[config.mk]
export PLATFORM = sky130hd
export DESIGN_NAME = data_mem_ctrl
export DESIGN_NICKNAME = d
export VERILOG_FILES = /design/src/rtl/data_mem_ctrl.sv
export SDC_FILE = /design/constraint.sdc
export NUM_CORES = 2
export LEC_CHECK = 0
export ABC_AREA = 1
export BUFFER_PORTS_ARGS = -buffer_cell sky130_fd_sc_hd__buf_2
export CORE_MARGIN = 2
export CORE_UTILIZATION = 25
export DETAILED_ROUTE_END_ITERATION = 12
export GPL_TIMING_DRIVEN = 1
export SLEW_MARGIN = 40
export SYNTH_ARGS = -nofsm -noshare
export SYNTH_HDL_FRONTEND = slang
export SYNTH_SLANG_ARGS = --single-unit
[constraint.sdc]
create_clock -name Clock -period 5 [get_ports Clock]
set_input_delay 1.25 -clock Clock [delete_from_list [all_inputs] [get_ports Clock]]
set_output_delay 1.25 -clock Clock [all_outputs]
set_load 0.02 [all_outputs]
[src/rtl/data_mem_ctrl.sv]
// data_mem_ctrl: data-side memory controller, one load/store at a time from a word-addressed RAM
// with programmable latency. Define DMEM_MMIO_EN to map DataAddr[15:12]==4'hF onto IoIn/IoOut.
module data_mem_ctrl #(
    parameter int WORD_SIZE = 16,
    parameter int ADDR_BITS = 8,
    parameter int LATENCY   = 2
) (
    input  logic                 Clock,
    input  logic                 Reset,
    input  logic [WORD_SIZE-1:0] DataAddr,
    input  logic [WORD_SIZE-1:0] DataOut,
    input  logic                 ReadData,
    input  logic                 WriteData,
`ifdef DMEM_MMIO_EN
    input  logic [WORD_SIZE-1:0] IoIn,
    output logic [WORD_SIZE-1:0] IoOut,
`endif
    output logic [WORD_SIZE-1:0] DataIn,
    output logic                 DataDone
);

    // state | meaning
    // IDLE  | no access outstanding, DataDone=1, new request accepted
    // WAIT  | access latched, latency counter running, DataDone=0
    // DONE  | access completed this cycle, DataDone=1, new request accepted
    typedef enum logic [1:0] {IDLE, WAIT, DONE} state_t;

    localparam logic [3:0] LAT_LOAD = 4'(LATENCY - 1);
    localparam bit         FAST_ALL = (LATENCY <= 1);

    state_t                 state;
    logic [3:0]             counter;
    logic [ADDR_BITS-1:0]   lat_addr;
    logic [WORD_SIZE-1:0]   lat_data;
    logic                   lat_store;

    logic [WORD_SIZE-1:0]   mem [2**ADDR_BITS];

    logic                   req;
    logic                   accept;
    logic                   mmio_sel;
    logic                   fast;

    logic                   c_en;
    logic                   c_store;
    logic                   c_mmio;
    logic [ADDR_BITS-1:0]   c_addr;
    logic [WORD_SIZE-1:0]   c_data;
    logic                   ram_we;

    assign req    = ReadData | WriteData;
    assign accept = (state != WAIT) && req;

`ifdef DMEM_MMIO_EN
    assign mmio_sel = (DataAddr[WORD_SIZE-1 -: 4] == 4'hF);
`else
    logic unused_addr_hi;
    assign mmio_sel       = 1'b0;
    assign unused_addr_hi = ^DataAddr[WORD_SIZE-1:ADDR_BITS];
`endif

    // MMIO always completes on the accept edge; the latched path therefore only ever targets RAM.
    assign fast = FAST_ALL || mmio_sel;

    always_comb begin
        c_en    = 1'b0;
        c_store = 1'b0;
        c_mmio  = 1'b0;
        c_addr  = lat_addr;
        c_data  = lat_data;
        if (accept && fast) begin
            c_en    = 1'b1;
            c_store = WriteData;
            c_mmio  = mmio_sel;
            c_addr  = DataAddr[ADDR_BITS-1:0];
            c_data  = DataOut;
        end else if (state == WAIT && counter == 4'd1) begin
            c_en    = 1'b1;
            c_store = lat_store;
        end
    end

    // Reset on the completion edge drops the pending store.
    assign ram_we = !Reset && c_en && c_store && !c_mmio;

    always_ff @(posedge Clock) begin
        if (ram_we)
            mem[c_addr] <= c_data;
    end

    always_ff @(posedge Clock) begin
        if (Reset) begin
            state    <= IDLE;
            counter  <= '0;
            DataDone <= 1'b1;
            DataIn   <= '0;
`ifdef DMEM_MMIO_EN
            IoOut    <= '0;
`endif
        end else begin
            case (state)
                WAIT: begin
                    if (counter == 4'd1) begin
                        state    <= DONE;
                        DataDone <= 1'b1;
                        counter  <= '0;
                    end else begin
                        counter <= counter - 4'd1;
                    end
                end
                default: begin
                    if (req) begin
                        lat_addr  <= DataAddr[ADDR_BITS-1:0];
                        lat_data  <= DataOut;
                        lat_store <= WriteData;
                        if (fast) begin
                            state    <= DONE;
                            DataDone <= 1'b1;
                        end else begin
                            state    <= WAIT;
                            counter  <= LAT_LOAD;
                            DataDone <= 1'b0;
                        end
                    end else begin
                        state    <= IDLE;
                        DataDone <= 1'b1;
                    end
                end
            endcase

            if (c_en && !c_store) begin
`ifdef DMEM_MMIO_EN
                DataIn <= c_mmio ? IoIn : mem[c_addr];
`else
                DataIn <= mem[c_addr];
`endif
            end
`ifdef DMEM_MMIO_EN
            if (c_en && c_store && c_mmio)
                IoOut <= c_data;
`endif
        end
    end

endmodule
==> summary.txt <==
critical path endpoint category - flop
hold_buf cts - 0
DIE HEIGHT - 821 um
Critical Path Source Type - flop
most common cell in the netlist - nand2_1
reg2reg start - c_addr[0]
Layout Cells excl Fill - 24.4k
adder-cell share of the synthesized area - 0.0150%
CTS tree - done
largest family of logic cells by synthesized area - simple AND/OR/NAND/NOR gates
post-route cell area - 0.193 sq mm
vias in the first global route - 102k
largest cells by area after synthesis - edfxtp_1 74%, nand2_1 18%, nor2_1 2.0%
Post-CTS Setup Bufs - 0
Inserted Clock Buffers - 409
P&R area growth vs syn - 15.8%
routability cong. - 0.863
sw power - 0.0170 W
cell area after synthesis - 0.167 sq mm
leading area contributor after synthesis - edfxtp_1
largest net degree at the start of global routing - 143
critical path peak fanout - 105
clock skew - 95.4 ps
RSZ-0062 raised after global routing - no
core footprint - 0.666 sq mm
Worst Hold End - c_addr[4]
Req. time, crit path - 5860 ps
flops & latches, synth - 4144
R2R cell count - 17
reg2reg end - DataIn[3]
post-synthesis sequential area ratio - 74.4%
Net Sw Frac - 23.2%
total power - 0.0731 W
Slew headroom - 37.4%
Worst VDD drop - 330 uV
initial core utilization - 25.0%
port bufs - 44
vias per cell - 4.46
drc violations - 0
mux cell area share after synthesis - 0%
final hold violations - 0
wire length per cell - 20.1 um
synth cell count leaders - 8004 x nand2_1, 4121 x edfxtp_1, 897 x nor2_1
Synth Area in Compound Gates - 1.44%
Slew Viols, Final - 0
share of synthesized flip-flops with an asynchronous set or reset - 0%
Tmin final - 4450 ps
Int Pwr - 0.0561 W
Synthesis Warnings - 0
Chip Width - 821 um
Hold Path Origin - DataAddr[4]
GR Util All Layers - 14.0%
Worst Hold Class - input port to flop
io pins - 53
clock share of power - 41.1%
Die Area - 0.674 sq mm
H-tree depth - 5
antenna-violating nets left - 0
final net count - 15.2k
TNS Setup - 0 ps
period utilisation layout - 89.1%
cts repair resizes - 0
Synth Flop Type - edfxtp_1
Mapped Cells - 14.8k
dpl cell area - 0.180 sq mm
worst slew pin tran - 939 ps
first-pass GRT wire length - 710000 um
DR iter-0 viols - 12.5k
drt total wl - 490000 um
CP startpoint - c_addr[0]
setup violators final - 0
power share of the combinational group - 6.5%
XOR/XNOR share of the synthesized area - 0.00525%
initial antenna violation count - 12
Simple-Gate Fraction of Synth Area - 21.7%
gr ovfl total - 0
clock root buffer - clkbuf_16
Worst-path clk slew - 60 ps
Hold Path Depth - 1
DR vias - 109k
count of different cell masters after synthesis - 27
Clock Tree Buf Depth - 4
Synth top area share - 74.2%
crit path kind - flop to flop
Syn Nets - 14.8k
# fillers - 67.4k
pwr/cell area - 378 mW/mm^2
f_max - 225 MHz
count of clock tree sinks - 4144
register share of total power - 52.5%
placed insts - 23.6k
num rows - 300
TritonRoute pass-1 iters - 7
synthesized area per cell - 11.3 sq um
LEAKAGE - 71.5 nW
Critical Path AT - 5310 ps
clk_lat worst skew - 1030 ps
hpwl dp - 281000 um
number of synthesized flops with an enable pin - 4121
reg2reg setup slack - 550 ps
layout cells sized above 1 - 8.05%
# Max-Cap Violations - 0
status - complete, no violations
power by group through the flow:
stage	combinational (W)	sequential, W	clock [W]
after floorplan	0.00233	0.0395	0
after global placement	0.00464	0.0391	0
after detailed placement	0.00467	0.0391	0
after CTS	0.00469	0.0383	0.0304
after global routing	0.00510	0.0383	0.0317
final	0.00473	0.0383	0.0300
critical path, cell delays in order, from the launching register on:
cell	delay, ps
edfxtp_1	580
buf_4	260
clkinv_16	230
buf_4	640
nand2_1	160
nand2_1	60
nand2_1	50
nand2_1	80
nand2_1	60
nand2_1	150
nor2_1	150
nor2_1	50
nor2_1	610
nand2_1	110
nand2_1	90
nand3_1	380
nor2_1	240
nor2_1	60
stage by stage:
step                      hold WS, ps  setup slack [ps]  util, %
after CTS                         358               779     29.0
final                             436               546     29.0
after floorplan                   437               954        -
after global placement            442               586     27.0
after global routing              397               519     29.0
after detailed placement          451               525     27.1
metal layers:
metal  track usage [%]  wire (um)
met1              19.1     205000
met2              22.6     226000
met3              2.13      40800
met4              4.87      18100
met5                 0        112
cells in the final DEF (no fill, tap or decap), types with 44 or more instances in the layout:
cell,synthesis,layout
clkbuf_1,196,90
nor2_1,897,892
o21ai_0,79,79
nand3_1,251,251
clkbuf_16,0,416
nand2_1,8004,7985
buf_2,435,44
clkinv_1,5,105
buf_4,58,508
a21oi_1,222,222
clkinv_2,0,63
nand4_1,229,229
o21ai_1,174,174
buf_12,0,94
edfxtp_1,4121,4121
cells by family after synthesis:
logic type | Yosys count
AND/OR/NAND/NOR | 9392
flip-flops | 4144
buffers and inverters | 790
AO/OA/AOI/OAI | 479
adder cells (fa/ha/maj) | 2
XOR/XNOR | 1
registers in the layout, summed over array words and instances, names as in the netlist:
register   cells
lat_store      1
c_addr         8
DataIn        16
counter        4
DataDone       1
mem         4096
c_data        16
state          2
cell type report:
cell class,instances,area [sq um],share of cell area [%]
Timing Repair Buffer,654,6120,3.17
Tap cell,8909,11100,5.77
Multi-Input combinational cell,9874,38700,20.0
Clock inverter,232,2130,1.10
Antenna cell,8,20.0,0.0104
Clock buffer,506,10700,5.56
Inverter,34,176,0.0913
Sequential cell,4144,124000,64.3
worst max-delay path by stage:
stage,end,cells past startpoint
after CTS,DataIn[3],17
after detailed placement,mem[182][1],8
after global placement,mem[218][12],8
after floorplan,mem[0][0],0
after global routing,DataIn[6],17
final,DataIn[3],17
No activity file was read; power rests on OpenSTA's default activity.
